### src/rtl/ram_port_arbiter_if.sv
// Requester-side bus for the RAM port arbiter: one request/response channel.
// The requester drives the command fields; the arbiter returns ack/nack/rdata.
interface ram_port_arbiter_if #(
  parameter int unsigned ADDR_W = 8,
  parameter int unsigned DATA_W = 8
);
  logic              req;
  logic              wren;
  logic [ADDR_W-1:0] addr;
  logic [DATA_W-1:0] wdata;
  logic              ack;
  logic              nack;
  logic [DATA_W-1:0] rdata;

  modport master (output req, wren, addr, wdata, input ack, nack, rdata);
  modport slave  (input req, wren, addr, wdata, output ack, nack, rdata);
endinterface

### src/rtl/ram_port_arbiter.sv
// Shares one synchronous single-port RAM between the I2C memory path (priority)
// and a local host bus. Each access runs IDLE -> ACCESS -> CAPTURE -> RESP;
// out-of-range addresses skip the RAM and answer with a nack straight from IDLE.
// A saturating wait counter forces the host in after MAX_WAIT back-to-back
// I2C grants so the host cannot be starved.
module ram_port_arbiter #(
  parameter int unsigned ADDR_W   = 8,
  parameter int unsigned DATA_W   = 8,
  parameter int unsigned DEPTH    = 256,
  parameter int unsigned MAX_WAIT = 4
) (
  input  logic              clk,
  input  logic              rst_n,
  ram_port_arbiter_if.slave i2c_bus,
  ram_port_arbiter_if.slave host_bus,
  output logic [ADDR_W-1:0] ram_addr,
  output logic [DATA_W-1:0] ram_wdata,
  output logic              ram_wren,
  output logic              ram_rden,
  input  logic [DATA_W-1:0] ram_q
);

  localparam int unsigned       WCNT_W   = $clog2(MAX_WAIT + 1);
  localparam logic [WCNT_W-1:0] WAIT_MAX = WCNT_W'(MAX_WAIT);

  typedef enum logic [3:0] {
    ST_IDLE    = 4'b0001,
    ST_ACCESS  = 4'b0010,
    ST_CAPTURE = 4'b0100,
    ST_RESP    = 4'b1000
  } state_t;

  state_t            state_q, state_d;
  logic              owner_q, owner_d;        // 0 = I2C, 1 = host
  logic              wren_q, wren_d;          // latched operation of the owner
  logic [ADDR_W-1:0] ram_addr_q, ram_addr_d;  // doubles as the latched address
  logic [DATA_W-1:0] ram_wdata_q, ram_wdata_d;
  logic              ram_wren_q, ram_wren_d;
  logic              ram_rden_q, ram_rden_d;
  logic              i2c_ack_q, i2c_ack_d;
  logic              i2c_nack_q, i2c_nack_d;
  logic              host_ack_q, host_ack_d;
  logic              host_nack_q, host_nack_d;
  logic [DATA_W-1:0] i2c_rdata_q, i2c_rdata_d;
  logic [DATA_W-1:0] host_rdata_q, host_rdata_d;
  logic [WCNT_W-1:0] wait_cnt_q, wait_cnt_d;

  logic              host_win;
  logic              sel_wren;
  logic [ADDR_W-1:0] sel_addr;
  logic [DATA_W-1:0] sel_wdata;
  logic              sel_oor;

  // State and output registers; reset abandons any access without an ack.
  always_ff @(posedge clk or negedge rst_n) begin
    if (!rst_n) begin
      state_q      <= ST_IDLE;
      owner_q      <= 1'b0;
      wren_q       <= 1'b0;
      ram_addr_q   <= '0;
      ram_wdata_q  <= '0;
      ram_wren_q   <= 1'b0;
      ram_rden_q   <= 1'b0;
      i2c_ack_q    <= 1'b0;
      i2c_nack_q   <= 1'b0;
      host_ack_q   <= 1'b0;
      host_nack_q  <= 1'b0;
      i2c_rdata_q  <= '0;
      host_rdata_q <= '0;
      wait_cnt_q   <= '0;
    end else begin
      state_q      <= state_d;
      owner_q      <= owner_d;
      wren_q       <= wren_d;
      ram_addr_q   <= ram_addr_d;
      ram_wdata_q  <= ram_wdata_d;
      ram_wren_q   <= ram_wren_d;
      ram_rden_q   <= ram_rden_d;
      i2c_ack_q    <= i2c_ack_d;
      i2c_nack_q   <= i2c_nack_d;
      host_ack_q   <= host_ack_d;
      host_nack_q  <= host_nack_d;
      i2c_rdata_q  <= i2c_rdata_d;
      host_rdata_q <= host_rdata_d;
      wait_cnt_q   <= wait_cnt_d;
    end
  end

  // Arbitration, sequencing and response generation; pulses default low.
  always_comb begin
    state_d      = state_q;
    owner_d      = owner_q;
    wren_d       = wren_q;
    ram_addr_d   = ram_addr_q;
    ram_wdata_d  = ram_wdata_q;
    ram_wren_d   = 1'b0;
    ram_rden_d   = 1'b0;
    i2c_ack_d    = 1'b0;
    i2c_nack_d   = 1'b0;
    host_ack_d   = 1'b0;
    host_nack_d  = 1'b0;
    i2c_rdata_d  = i2c_rdata_q;
    host_rdata_d = host_rdata_q;
    wait_cnt_d   = wait_cnt_q;

    host_win  = host_bus.req && (!i2c_bus.req || (wait_cnt_q == WAIT_MAX));
    sel_wren  = host_win ? host_bus.wren  : i2c_bus.wren;
    sel_addr  = host_win ? host_bus.addr  : i2c_bus.addr;
    sel_wdata = host_win ? host_bus.wdata : i2c_bus.wdata;
    sel_oor   = (32'(sel_addr) >= DEPTH);

    case (state_q)
      ST_IDLE: begin
        if (!host_bus.req) begin
          wait_cnt_d = '0;
        end
        if (i2c_bus.req || host_bus.req) begin
          owner_d = host_win;
          wren_d  = sel_wren;
          if (host_win) begin
            wait_cnt_d = '0;
          end else if (host_bus.req && (wait_cnt_q != WAIT_MAX)) begin
            wait_cnt_d = wait_cnt_q + 1'b1;
          end
          if (sel_oor) begin
            // Out of range: no RAM cycle, answer on the next cycle.
            state_d     = ST_RESP;
            host_nack_d = host_win;
            i2c_nack_d  = !host_win;
          end else begin
            state_d     = ST_ACCESS;
            ram_addr_d  = sel_addr;
            ram_wdata_d = sel_wdata;
            ram_wren_d  = sel_wren;
            ram_rden_d  = !sel_wren;
          end
        end
      end
      ST_ACCESS: begin
        state_d = ST_CAPTURE;
      end
      ST_CAPTURE: begin
        // ram_q is valid here, one cycle after the read enable.
        if (!wren_q) begin
          if (owner_q) host_rdata_d = ram_q;
          else         i2c_rdata_d  = ram_q;
        end
        host_ack_d = owner_q;
        i2c_ack_d  = !owner_q;
        state_d    = ST_RESP;
      end
      ST_RESP: begin
        state_d = ST_IDLE;
      end
      default: begin
        state_d = ST_IDLE;
      end
    endcase
  end

  assign ram_addr       = ram_addr_q;
  assign ram_wdata      = ram_wdata_q;
  assign ram_wren       = ram_wren_q;
  assign ram_rden       = ram_rden_q;
  assign i2c_bus.ack    = i2c_ack_q;
  assign i2c_bus.nack   = i2c_nack_q;
  assign i2c_bus.rdata  = i2c_rdata_q;
  assign host_bus.ack   = host_ack_q;
  assign host_bus.nack  = host_nack_q;
  assign host_bus.rdata = host_rdata_q;

endmodule
### src/flat_wrapper.sv
// flat-port wrapper written by rule: the top's interface ports become plain ports
module ram_port_arbiter_flat 
#(
  parameter int unsigned ADDR_W   = 8,
  parameter int unsigned DATA_W   = 8,
  parameter int unsigned DEPTH    = 256,
  parameter int unsigned MAX_WAIT = 4
)
  (clk, rst_n, ram_addr, ram_wdata, ram_wren, ram_rden, ram_q, i2c_bus_req, i2c_bus_wren, i2c_bus_addr, i2c_bus_wdata, i2c_bus_ack, i2c_bus_nack, i2c_bus_rdata, host_bus_req, host_bus_wren, host_bus_addr, host_bus_wdata, host_bus_ack, host_bus_nack, host_bus_rdata);
  ram_port_arbiter_if #(.ADDR_W(ADDR_W), .DATA_W(DATA_W)) i2c_bus_i ();
  ram_port_arbiter_if #(.ADDR_W(ADDR_W), .DATA_W(DATA_W)) host_bus_i ();
  input  logic clk;
  input  logic rst_n;
  output logic [ADDR_W-1:0] ram_addr;
  output logic [DATA_W-1:0] ram_wdata;
  output logic ram_wren;
  output logic ram_rden;
  input  logic [DATA_W-1:0] ram_q;
  input wire logic [$bits(i2c_bus_i.req)-1:0] i2c_bus_req;
  input wire logic [$bits(i2c_bus_i.wren)-1:0] i2c_bus_wren;
  input wire logic [$bits(i2c_bus_i.addr)-1:0] i2c_bus_addr;
  input wire logic [$bits(i2c_bus_i.wdata)-1:0] i2c_bus_wdata;
  output wire logic [$bits(i2c_bus_i.ack)-1:0] i2c_bus_ack;
  output wire logic [$bits(i2c_bus_i.nack)-1:0] i2c_bus_nack;
  output wire logic [$bits(i2c_bus_i.rdata)-1:0] i2c_bus_rdata;
  input wire logic [$bits(host_bus_i.req)-1:0] host_bus_req;
  input wire logic [$bits(host_bus_i.wren)-1:0] host_bus_wren;
  input wire logic [$bits(host_bus_i.addr)-1:0] host_bus_addr;
  input wire logic [$bits(host_bus_i.wdata)-1:0] host_bus_wdata;
  output wire logic [$bits(host_bus_i.ack)-1:0] host_bus_ack;
  output wire logic [$bits(host_bus_i.nack)-1:0] host_bus_nack;
  output wire logic [$bits(host_bus_i.rdata)-1:0] host_bus_rdata;
  assign i2c_bus_i.req = i2c_bus_req;
  assign i2c_bus_i.wren = i2c_bus_wren;
  assign i2c_bus_i.addr = i2c_bus_addr;
  assign i2c_bus_i.wdata = i2c_bus_wdata;
  assign i2c_bus_ack = i2c_bus_i.ack;
  assign i2c_bus_nack = i2c_bus_i.nack;
  assign i2c_bus_rdata = i2c_bus_i.rdata;
  assign host_bus_i.req = host_bus_req;
  assign host_bus_i.wren = host_bus_wren;
  assign host_bus_i.addr = host_bus_addr;
  assign host_bus_i.wdata = host_bus_wdata;
  assign host_bus_ack = host_bus_i.ack;
  assign host_bus_nack = host_bus_i.nack;
  assign host_bus_rdata = host_bus_i.rdata;
  ram_port_arbiter #(.ADDR_W(ADDR_W), .DATA_W(DATA_W), .DEPTH(DEPTH), .MAX_WAIT(MAX_WAIT)) u_core (.clk(clk), .rst_n(rst_n), .i2c_bus(i2c_bus_i), .host_bus(host_bus_i), .ram_addr(ram_addr), .ram_wdata(ram_wdata), .ram_wren(ram_wren), .ram_rden(ram_rden), .ram_q(ram_q));
endmodule
### config.mk
export PLATFORM = sky130hd
export DESIGN_NAME = ram_port_arbiter_flat
export DESIGN_NICKNAME = d
export VERILOG_FILES = /design/src/rtl/ram_port_arbiter_if.sv /design/src/rtl/ram_port_arbiter.sv /design/src/flat_wrapper.sv
export SDC_FILE = /design/constraint.sdc
export NUM_CORES = 1
export LEC_CHECK = 0
export CAP_MARGIN = 10
export CORE_MARGIN = 10
export CORE_UTILIZATION = 42
export CTS_BUF_LIST = sky130_fd_sc_hd__clkbuf_16
export CTS_CLUSTER_SIZE = 25
export DETAILED_ROUTE_END_ITERATION = 12
export PLACE_DENSITY = 0.88
export SLEW_MARGIN = 20
export SYNTH_ARGS = -nofsm -noshare
export SYNTH_HDL_FRONTEND = slang
export SYNTH_SLANG_ARGS = --single-unit
### constraint.sdc
create_clock -name clk -period 4.2 [get_ports clk]
set_clock_uncertainty 0.2 [all_clocks]
set_input_delay 0.84 -clock clk [delete_from_list [all_inputs] [get_ports clk]]
set_output_delay 0.84 -clock clk [all_outputs]
set_load 0.01 [all_outputs]
==> metrics list, run 1 <==
* Outcome: completed
* GR Util met3: 8.00%
- Number of instances resized during post-cts repair: 0
- Of all nets on the critical path, the largest fanout is 22.
* Die Wd: 88.5 µm
* Startpoint-to-endpoint class of the critical path: in2reg
- Clock tree synthesis selected as its root buffer the cell clkbuf_16.
- The cell family contributing the most delay on the critical path is simple AND/OR/NAND/NOR gates.
* Number of global-route vias before repair: roughly 1800
* Maximum capacitance violations: 0
- Path type of the worst min-delay path: reg2reg
- Counting flops with a built-in enable in the synthesized netlist gives 0.
- Worst setup EP type: flip-flop
* Critical path arrival: 2.54 ns
- Of all flip-flops after synthesis, the portion carrying an async set or reset was 100%.
* Startpoint class of the critical path: input pin
- Pre-Repair DR Iteration Count: 4
* Routed via count divided by cell count: between 5 and 6
- In the final routed layout, each cell accounts on average for approximately 18 µm.
- Total half-perimeter wirelength after legalization and detailed placement: 4160 µm
- 84 I/O pins were placed.
- For this block, the initial DRC count from the detailed router was 86.
- The slowest stage of the critical path belongs to the cell and2_1.
- Synth Register Bits: 45
* Clock tree from TritonCTS: done
* Met1 usage in global routing: 15.2%
* Number of hold violations in the final report: 0
- Hold-fix buffer count after cts: 0
- In the routed design, unresolved DRC markers number 0.
- Count of mapped cells out of synthesis: roughly 180
- Final antenna diode count: 0
- CP peak stage delay: approximately 0.66 ns
- Counting the fill cells in the layout gives ~380.
- After synthesis, the netlist uses 29 different library cells.
- The number of clock buffers added by TritonCTS is 5.
* Lkg Pwr: 1.20 nW
* Headroom to the max-slew limit: 35.2%
- In the synthesized netlist the dominant register cell turns out to be dfrtp_1.
- After clock tree synthesis, the clock-pin slew on the worst setup and hold paths is 0.06 ns.
* Synth top area share: 55.8%
- The first global-routing pass estimated about 8600 µm of wire.
- Largest net degree at the start of global routing: 46
- Layout-stage area growth over the synthesis result: 49.4%
- Highest clock frequency the design can meet: around 0.38 GHz
* Clock latency at the later pin of the worst-skew pair: 0.28 ns
- The floorplan step set the die height to 88.5 µm.
- Buffers on Ports: 81
- The mapped netlist covers 1970 µm².
- The longest clock path from root to sink contains 2 buffers.
- Walking the worst path, the cells encountered are clkdlybuf4s50_1, or2_2, and2_1, a31oi_1.
- Global routing used 14.3% of the available tracks.
- Initial Util: 44.4%
- Final estimated routing congestion in global placement: 0.732
- The detail route stage leaves a number of antenna-violating nets equal to 0.
* Clock period minus worst slack: around 2.6 ns
* Mean Syn Cell Area: 11.3 µm²
- Tightest hold margin: approximately 0.30 ns
* Fin. max-slew vios: 0
- The detailed router placed 1695 vias in this run.
* H-tree depth: 2
- In this run the post-CTS setup repair buffer count came out at 0.
- Total global routing overflow: 0
* Core Box Area: between 4000 and 5000 µm²
- Count of final setup violators: 0
- Largest area contributor in the netlist: dfrtp_1
* Pwr per Cell Area: 667 nW/µm²
- RSZ-0062 raised after global routing: false
- For the worst setup path, the data required time is about 4.1 ns.
- Number of warning messages in the yosys log: 0
- Together, buffers and inverters on the worst path number 1.
- Actual slew at the worst max-slew pin: 0.973 ns
* Count of standard-cell rows: 24
* Number of antenna violations at the first check in global routing: 0
- Clk sink count: 45
* Die outline area: a little under 8000 µm²
* Final period util: 62.8%
- IR analysis of the VDD net gives a maximum drop of 0.000336 V.
- After the last flow step, the layout net total stands at 301.
- For this run, global-route usage on met2 was measured as 23.0%.
- Overall routed net length: between 5000 and 6000 µm
- Share of cells above drive strength 1: 12.3%
* Total negative setup slack: 0 ns
- In this run the most used layer during global routing was met2.
- Seq/Total Area, Yosys: 57.2%
- In the post-synthesis netlist, the biggest area contributors are dfrtp_1, mux2_2, a31oi_1.
-- metal layers --
| metal | wire length [µm] | vias up |
|---|---|---|
| met5 | 0 | - |
| met4 | 112 | 0 |
| met3 | 674 | 13 |
| met2 | 2570 | 82 |
| met1 | 2170 | 809 |
| li1 | - | 791 |
-- logic make-up after synthesis --
| family | share of synthesized area, % |
|---|---|
| AO/OA/AOI/OAI | 16.7 |
| adder cells (fa/ha/maj) | 1.27 |
| buffers and inverters | 4.19 |
| flip-flops | 57.2 |
| multiplexers | 9.14 |
| other | 0.190 |
| AND/OR/NAND/NOR | 11.4 |
-- area by class of cell --
cell class | instances | area (µm²) | share of cell area, %
Clock buffer | 5 | 125 | 4.25
Tap cell | 52 | 65.1 | 2.21
Sequential cell | 45 | 1130 | 38.3
Multi-Input combinational cell | 112 | 774 | 26.3
Clock inverter | 2 | 7.51 | 0.255
Inverter | 5 | 18.8 | 0.637
Timing Repair Buffer | 84 | 828 | 28.1
-- report_power, final --
group,internal (mW),switching (mW),total (mW)
registers,0.632,0.117,0.749
clock network,0.212,0.146,0.358
logic,0.478,0.380,0.858
total,1.32,0.642,1.96
-- cells in the final DEF, fill, tap and decap left out, types with 2 or more instances in the layout --
| master | n |
|---|---|
| a21oi_1 | 17 |
| and2_1 | 3 |
| nand4_1 | 2 |
| dfrtp_1 | 44 |
| inv_1 | 6 |
| nor4b_4 | 2 |
| o21ai_0 | 20 |
| a31oi_1 | 18 |
| buf_4 | 3 |
| mux2_2 | 16 |
| clkbuf_16 | 5 |
| conb_1 | 2 |
| ha_1 | 2 |
| clkdlybuf4s50_1 | 80 |
| nand3_1 | 18 |
-- registers in the layout (all words and copies together) (netlist names) --
signal,count
u_core.ram_wdata,8
u_core.ram_addr,8
u_core.state_q,4
u_core.wren_q,1
u_core.owner_q,1
u_core.i2c_bus.ack,1
u_core.ram_rden,1
u_core.host_bus.ack,1
u_core.host_bus.rdata,8
u_core.wait_cnt_q,3
u_core.ram_wren,1
u_core.i2c_bus.rdata,8
-- cell usage after synthesis, drive strengths merged, types with 2 or more instances --
cell     n
dfrtp   44
o21ai   20
a31oi   18
nand3   18
a21oi   17
mux2    16
clkbuf   9
buf      5
inv      5
and2     3
nor4b    3
a21boi   2
ha       2
nand4    2
nor3b    2
-- final timing paths --
kind | start | cells past startpoint | endpoint | slack, ns
max in group asynchronous | rst_n | 1 | u_core.host_bus.rdata[5] | 2.68
hold reg to reg | u_core.host_bus.rdata[0] | 1 | u_core.host_bus.rdata[0] | 0.30
setup reg to reg | u_core.state_q[0] | 4 | u_core.ram_addr[0] | 1.92
hold / removal | u_core.host_bus.rdata[0] | 1 | u_core.host_bus.rdata[0] | 0.30
min in group asynchronous | rst_n | 1 | u_core.host_bus.rdata[2] | 0.52
setup / recovery | i2c_bus_req | 4 | u_core.ram_addr[0] | 1.56
-- metrics by stage --
stage | total power, mW | setup WS, ns | std cells | utilization [%] | area [µm²]
floorplan | 1.14 | 2.13 | 176 | - | 1980
global placement | 1.58 | 1.42 | 298 | 63.3 | 2810
detailed placement | 1.63 | 1.32 | 298 | 63.3 | 2810
CTS | 1.99 | 1.61 | 305 | 66.3 | 2950
global route | 2.09 | 1.43 | 305 | 66.3 | 2950
finish | 1.96 | 1.56 | 305 | 66.3 | 2950
No activity file was read; power rests on OpenSTA's default activity.
==> inputs of run 2 (changes only) <==
==> constraint.sdc (replaced) <==
create_clock -name clk -period 2.5 [get_ports clk]
set_clock_uncertainty 0.2 [all_clocks]
set_input_delay 0.5 -clock clk [delete_from_list [all_inputs] [get_ports clk]]
set_output_delay 0.5 -clock clk [all_outputs]
set_load 0.01 [all_outputs]
==> run 2 against run 1 <==
Effect of this change: design area is 1.8% higher; total power up 74%; combinational power up 67%; hold slack got worse by 0.28 ns; setup slack lost 1.1 ns; flip-flop and latch count unchanged; critical endpoint is now u_core.ram_wren; largest cell class unchanged; largest power group unchanged; highest routed layer unchanged.
==> metrics list, run 2 (synthesized netlist as in run 1, its figures left out) <==
* Outcome: completed
- For this run, the top clock speed supported by timing is 0.489 GHz.
- The utilization after layout came to 67.5% (+1.2 points).
- The number of non-filler instances in the completed layout was 309 (+1.3%).
- The via count of the first global-routing pass is 1701 (-5.8%).
- Largest net degree at the start of global routing: 28 (-39%)
* Fin. max-slew vios: 0 (unchanged)
- Setup repair after global routing left no endpoint under its margin.
- The maximum clock path buffer count is 2 (unchanged).
* Clock period minus worst slack: 2.05 ns
- The count of buffers added by post-CTS timing repair for setup was 0 (unchanged).
- Number of instances resized during post-cts repair: 0 (unchanged)
- The placed wire-length estimate after detailed placement was 4020 µm (-3.5%).
- Detailed-route via count: 1659 (-2.1%)
* Clk sink count: 45 (unchanged)
- The min-delay analysis places its worst path in the category in2async.
- Number of cells in the design after placement: 301 (+1.0%)
* Startpoint of the worst register-to-register path: u_core.state_q[1]
- Routed via count divided by cell count: 5.37 (-3.4%)
* DRC violation count after routing: 0 (unchanged)
* Total global routing overflow: 0 (unchanged)
* First-pass GRT wire length: 8620 µm (-0.23%)
* Overall routed net length: 5400 µm (-2.3%)
- The power density over the cells was 1140 nW/µm² (+71%).
* Lkg Pwr: 1.23 nW (+2.4%)
- The total chip power came to 3.41 mW (+74%).
- Final estimated routing congestion in global placement: 0.748 (+2.2%)
- Final antenna diode count: 0 (unchanged)
* Initial Util: 44.4% (unchanged)
* I/O pin total: 84 (unchanged)
- The setup path with the least slack is of type in2reg.
- Worst setup EP type: flip-flop
- Count of final setup violators: 0 (unchanged)
* Post-route cell area: 3000 µm² (+1.8%)
* Startpoint class of the critical path: input pin
- Number of hold violations in the final report: 0 (unchanged)
* Most frequent standard cell in the layout excluding fill and tap cells: clkdlybuf4s50_1
- The area growth from synthesis to layout is 52.1%.
- The arrival time of the worst setup path is 2.00 ns (-0.54 ns).
- Total negative setup slack: 0 ns (unchanged)
* Most frequent cells in the layout: clkdlybuf4s50_1, dfrtp_1, o21ai_0
- Clock tree from TritonCTS: done
* Global routing usage summed across all routing layers: 14.1% (-0.23 points)
- Clock transition at the registers of the reported paths: 0.06 ns (about the same)
- Share of cells above drive strength 1: 13.6% (+1.4 points)
* Count of standard-cell rows: 24 (unchanged)
- Core Box Area: 4440 µm² (unchanged)
- Number of buffers inserted during clock tree synthesis: 5 (unchanged)
- Avg WL per Cell: 17.5 µm (-3.6%)
- The data required time of the worst path was 2.45 ns (-1.66 ns).
- H-tree depth: 2 (unchanged)
- Headroom to the max-slew limit: 52.1% (+17 points)
- Start point of the critical path: host_bus_req
- Clk root buf: clkbuf_16
- The antenna violation net count after detailed routing is 0 (unchanged).
- Post-layout nets: 304 (+1.0%)
- Height of the chip: 88.5 µm (unchanged)
- Die outline area: 7840 µm² (unchanged)
- Clock latency at the later pin of the worst-skew pair: 0.28 ns (about the same)
* Number of antenna violations at the first check in global routing: 0 (unchanged)
* Drt first-iter violations: 32 (-63%)
- Actual slew at the worst max-slew pin: 0.719 ns (-0.254 ns)
- The number of input and output port buffers inserted is 81 (unchanged).
- The worst path uses 81.9% of the clock period.
- The biggest fanout along the worst timing path is 22 (unchanged).
* Hold-fix buffer count after cts: 0 (unchanged)
- The iteration count of the initial detailed-routing pass is 4 (unchanged).
- Cell area after placement: 2840 µm² (+0.80%)
- Worst vdd rail ir drop: 0.000547 V (+63%)
- Maximum capacitance violations: 0 (unchanged)
- The die width came to 88.5 µm (unchanged).
run 2: cell types whose count changed in the layout (fill, tap and decap cells not counted), sizes merged:
cell / previous run / this run
bufinv: 0 / 1
buf: 4 / 7
run 2: per-layer routing:
metal / GRT usage [%] / vias up / routed length, µm
met2: 23.0 / 73 / 2490
li1: - / 804 / -
met4: 4.41 / 0 / 44
met1: 15.3 / 777 / 2210
met5: 0 / - / 0
met3: 7.90 / 5 / 653
run 2: final cells by class:
cell class	instances	area, µm²
Clock buffer	5	125
Inverter	5	18.8
Multi-Input combinational cell	112	774
Fill cell	339	1450
Tap cell	52	65.1
Timing Repair Buffer	87	851
Sequential cell	45	1130
Clock inverter	3	37.5
run 2: power by group:
group | total, mW | switching (mW) | internal (mW)
Clock | 0.723 | 0.259 | 0.464
Combinational | 1.43 | 0.625 | 0.805
Sequential | 1.26 | 0.197 | 1.06
Total | 3.41 | 1.08 | 2.33
run 2: final timing paths:
check | slack (ns) | endpoint | cells past startpoint
setup reg to reg | 0.46 | u_core.i2c_bus.rdata[7] | 3
hold reg to reg | 0.30 | u_core.i2c_bus.rdata[3] | 1
setup / recovery | 0.45 | u_core.ram_wren | 5
min in group clk | 0.30 | u_core.i2c_bus.rdata[3] | 1
max in group asynchronous | 1.49 | u_core.i2c_bus.rdata[6] | 2
hold / removal | 0.02 | u_core.host_bus.rdata[0] | 1
run 2: worst max-delay path: stages:
cell and delay, ns:
clkdlybuf4s50_1 0.50, buf_4 0.26, inv_1 0.26, o21ai_0 0.34, a21boi_0 0.14
run 2: per-stage QoR:
stage | setup slack, ns | hold slack (ns)
2_1_floorplan | 0.665 | 0.00441
3_3_place_gp | 0.219 | 0.288
3_5_place_dp | 0.164 | 0.296
4_1_cts | 0.409 | 0.0376
5_1_grt | 0.304 | 0.0651
6_report | 0.453 | 0.0240
==> inputs of run 3 (changes only) <==
--- a/config.mk
+++ b/config.mk
@@ -7,11 +7,11 @@
 export LEC_CHECK = 0
 export CAP_MARGIN = 10
 export CORE_MARGIN = 10
-export CORE_UTILIZATION = 42
+export CORE_UTILIZATION = 38
 export CTS_BUF_LIST = sky130_fd_sc_hd__clkbuf_16
 export CTS_CLUSTER_SIZE = 25
 export DETAILED_ROUTE_END_ITERATION = 12
-export PLACE_DENSITY = 0.88
+export PLACE_DENSITY = 0.85
 export SLEW_MARGIN = 20
 export SYNTH_ARGS = -nofsm -noshare
 export SYNTH_HDL_FRONTEND = slang
==> constraint.sdc (replaced) <==
create_clock -name clk -period 1.75 [get_ports clk]
set_clock_uncertainty 0.2 [all_clocks]
set_input_delay 0.35 -clock clk [delete_from_list [all_inputs] [get_ports clk]]
set_output_delay 0.35 -clock clk [all_outputs]
set_load 0.01 [all_outputs]
==> run 3 against run 2 <==
Effect of this change: the run now ends with negative setup slack left; critical path type is now reg2reg; combinational power is 62% higher; hold slack gained 0.28 ns; sequential share of layout area down 3.9 points; cell count up 12%; flip-flop and latch count is the same; total power grew 51%; global-route usage down 0.10 points; via count is 7.8% higher.
==> metrics list, run 3 (synthesized netlist as in run 1, its figures left out) <==
- The number of non-filler instances in the completed layout was 347 (+12%).
- The initial DRC count came to 107 (+230%).
* Actual slew at the worst max-slew pin: 0.526 ns (-0.192 ns)
- Delay-heaviest family, CP: simple AND/OR/NAND/NOR gates
- The final layout net count was 324 (+6.6%).
- Clk sink count: 45 (unchanged)
* Clock period minus worst slack: around 1.8 ns
* Maximum capacitance violations: 0 (unchanged)
- The worst setup slack after placement came to -0.266 ns (-0.431 ns).
- DRT antenna net count: 0 (unchanged)
* Worst vdd rail ir drop: 0.000578 V (+5.8%)
- Avg WL per Cell: 18.7 µm (+7.2%)
* Clock latency at the later pin of the worst-skew pair: 0.28 ns (about the same)
* Most frequent standard cell in the layout excluding fill and tap cells: clkdlybuf4s50_1
* Clock tree from TritonCTS: done
* RSZ-0062 raised after global routing: true
- Startpoint-to-endpoint class of the critical path: reg2reg
- The critical path goes through nor4b_4, nor3b_4, buf_12, mux2_4.
- Die outline area: 8470 µm² (+8.1%)
* Initial Util: 38.9% (-5.5 points)
- Crit path required time: 1.72 ns (-0.73 ns)
- Portion of total power attributed to the clock network: 20.2% (-1.0 points)
* Highest clock frequency the design can meet: 0.561 GHz
- Pwr per Cell Area: 1540 nW/µm² (+35%)
- Worst Slack Setup Final: -0.0341 ns (-0.487 ns)
* H-tree depth: 2 (unchanged)
- The number of filler cells placed in the layout is 405 (+19%).
* Total negative setup slack: -0.273 ns (-0.273 ns)
- The internal power contribution was 3.45 mW (+48%).
- The path class of the tightest hold or removal check is reg2reg.
- The flow ran to the end, but the final reports show violations.
- Clock transition at the registers of the reported paths: 0.06 ns (about the same)
* Routed via count divided by cell count: 5.16 (-4.0%)
* Failing checks: negative setup slack
- The power share of the sequential group was 35.0% (-1.9 points).
* Number of global-route vias before repair: 1930 (+13%)
- The static leakage came to 1.61 nW (+31%).
- Critical path arrival: 1.75 ns (-0.25 ns)
* Tightest hold margin: 0.303 ns (+0.279 ns)
- The number of rows in the core area is 26 (+8.3%).
* Fin. max-slew vios: 0 (unchanged)
* Worst-path fanout max: 8 (-64%)
* Count of final setup violators: 9 (+9)
* Worst setup EP type: flip-flop
- DRC violation count after routing: 0 (unchanged)
* Number of hold violations in the final report: 0 (unchanged)
* Buffers on Ports: 81 (unchanged)
- The remaining global-route overflow came to 0 (unchanged).
- The placeable core region was 5070 µm² (+14%).
- The vertical extent of the die came to 92.0 µm (+4.0%).
- Global routing usage summed across all routing layers: 14.0% (-0.10 points)
- The initial antenna violation count came to 0 (unchanged).
* Net switching share of the total power: 32.9% (+1.2 points)
- The iteration count of the initial detailed-routing pass is 4 (unchanged).
* Max Buffers Root-to-Sink: 2 (unchanged)
* Startpoint class of the critical path: flip-flop
- Final antenna diode count: 0 (unchanged)
* Headroom to the max-slew limit: 64.9% (+13 points)
- In the finished design, the share of the clock period the worst path needs comes to 102%.
- The die width is 92.0 µm (+4.0%).
- First-pass GRT wire length: 9480 µm (+10%)
* Layout-stage area growth over the synthesis result: 69.7%
- The critical path buffer and inverter count is 1 (-2).
- Switching power total: 1.69 mW (+57%)
- The placed wire-length estimate after detailed placement was 4680 µm (+17%).
* Number of cells in the design after placement: 332 (+10%)
- The TritonCTS buffer count is 5 (unchanged).
- I/O pin total: 84 (unchanged)
* Most frequent cells in the layout: clkdlybuf4s50_1, dfrtp_1, dlymetal6s2s_1
- The longest individual stage delay on the worst path is 0.43 ns (-0.07 ns).
- Overall power after layout: 5.15 mW (+51%)
- On the critical path, the stage with the largest delay is an instance of dfrtp_2.
* Final estimated routing congestion in global placement: 0.779 (+4.1%)
- The cell sitting at the root of the clock tree is a clkbuf_16.
* Share of cells above drive strength 1: 21.3% (+7.7 points)
- The pin count of the biggest net entering global routing came to 25 (-11%).
- The combinational group share of total power came to 44.8% (+2.9 points).
- Overall routed net length: 6490 µm (+20%)
* Detailed-route via count: 1789 (+7.8%)
-- run 3: cell types whose count changed in the layout (fill, tap and decap cells not counted), moves of 6 or more --
cell,previous run,this run
buf_4,6,16
clkdlybuf4s50_1,80,51
dlygate4sd2_1,0,6
dlymetal6s2s_1,0,23
mux2_2,16,8
mux2_4,0,8
-- run 3: layout make-up --
cell class | instances | area, µm² | share of cell area, %
Timing Repair Buffer | 107 | 1130 | 33.8
Sequential cell | 45 | 1130 | 33.7
Multi-Input combinational cell | 112 | 813 | 24.3
Clock buffer | 5 | 125 | 3.74
Tap cell | 70 | 87.6 | 2.62
Clock inverter | 3 | 41.3 | 1.23
Inverter | 5 | 18.8 | 0.561
-- run 3: per-stage QoR --
stage,instance area [µm²],utilization (%)
finish,3350,65.9
global route,3350,65.9
CTS,3200,63.1
detailed placement,3020,59.5
global placement,3020,59.5
floorplan,1980,-
-- run 3: worst register-to-register path: stages, from the launching register on --
cell and delay [ns]:
dfrtp_2 0.43, nor4b_4 0.30, nor3b_4 0.27, buf_12 0.17, mux2_4 0.30
-- run 3: layer usage --
metal | track usage [%] | share of wire [%]
met5 | 0 | 0
met4 | 5.01 | 1.5
met3 | 7.25 | 9.7
met2 | 23.2 | 48
met1 | 15.0 | 40
-- run 3: what timing repair did --
item | 4_1_cts | 5_1_grt
hold buffers | 1 | 0
pin swaps | 0 | 4
endpoints found under the hold margin | 17 | 0
setup endpoints to repair | 24 | 52
setup buffers | 1 | 4
cloned | 0 | 1
gates resized for setup | 9 | 43
-- run 3: final timing paths --
kind	from	end	slack (ns)	cells past startpoint
min in group asynchronous	rst_n	u_core.host_bus.ack	0.38	2
max in group asynchronous	rst_n	u_core.state_q[1]	0.41	3
min reg2reg	u_core.host_bus.rdata[7]	u_core.host_bus.rdata[7]	0.30	1
min	u_core.host_bus.rdata[7]	u_core.host_bus.rdata[7]	0.30	1
max reg2reg	u_core.state_q[1]	u_core.i2c_bus.rdata[4]	-0.03	4
max	u_core.state_q[1]	u_core.i2c_bus.rdata[4]	-0.03	4
-- run 3: power by group through the flow --
stage	clock [mW]	combinational (mW)	sequential (mW)
2_1_floorplan	0	0.764	1.96
3_3_place_gp	0	2.11	1.79
3_5_place_dp	0	2.17	1.82
4_1_cts	1.07	2.16	1.80
5_1_grt	1.11	2.49	1.86
6_report	1.04	2.31	1.80
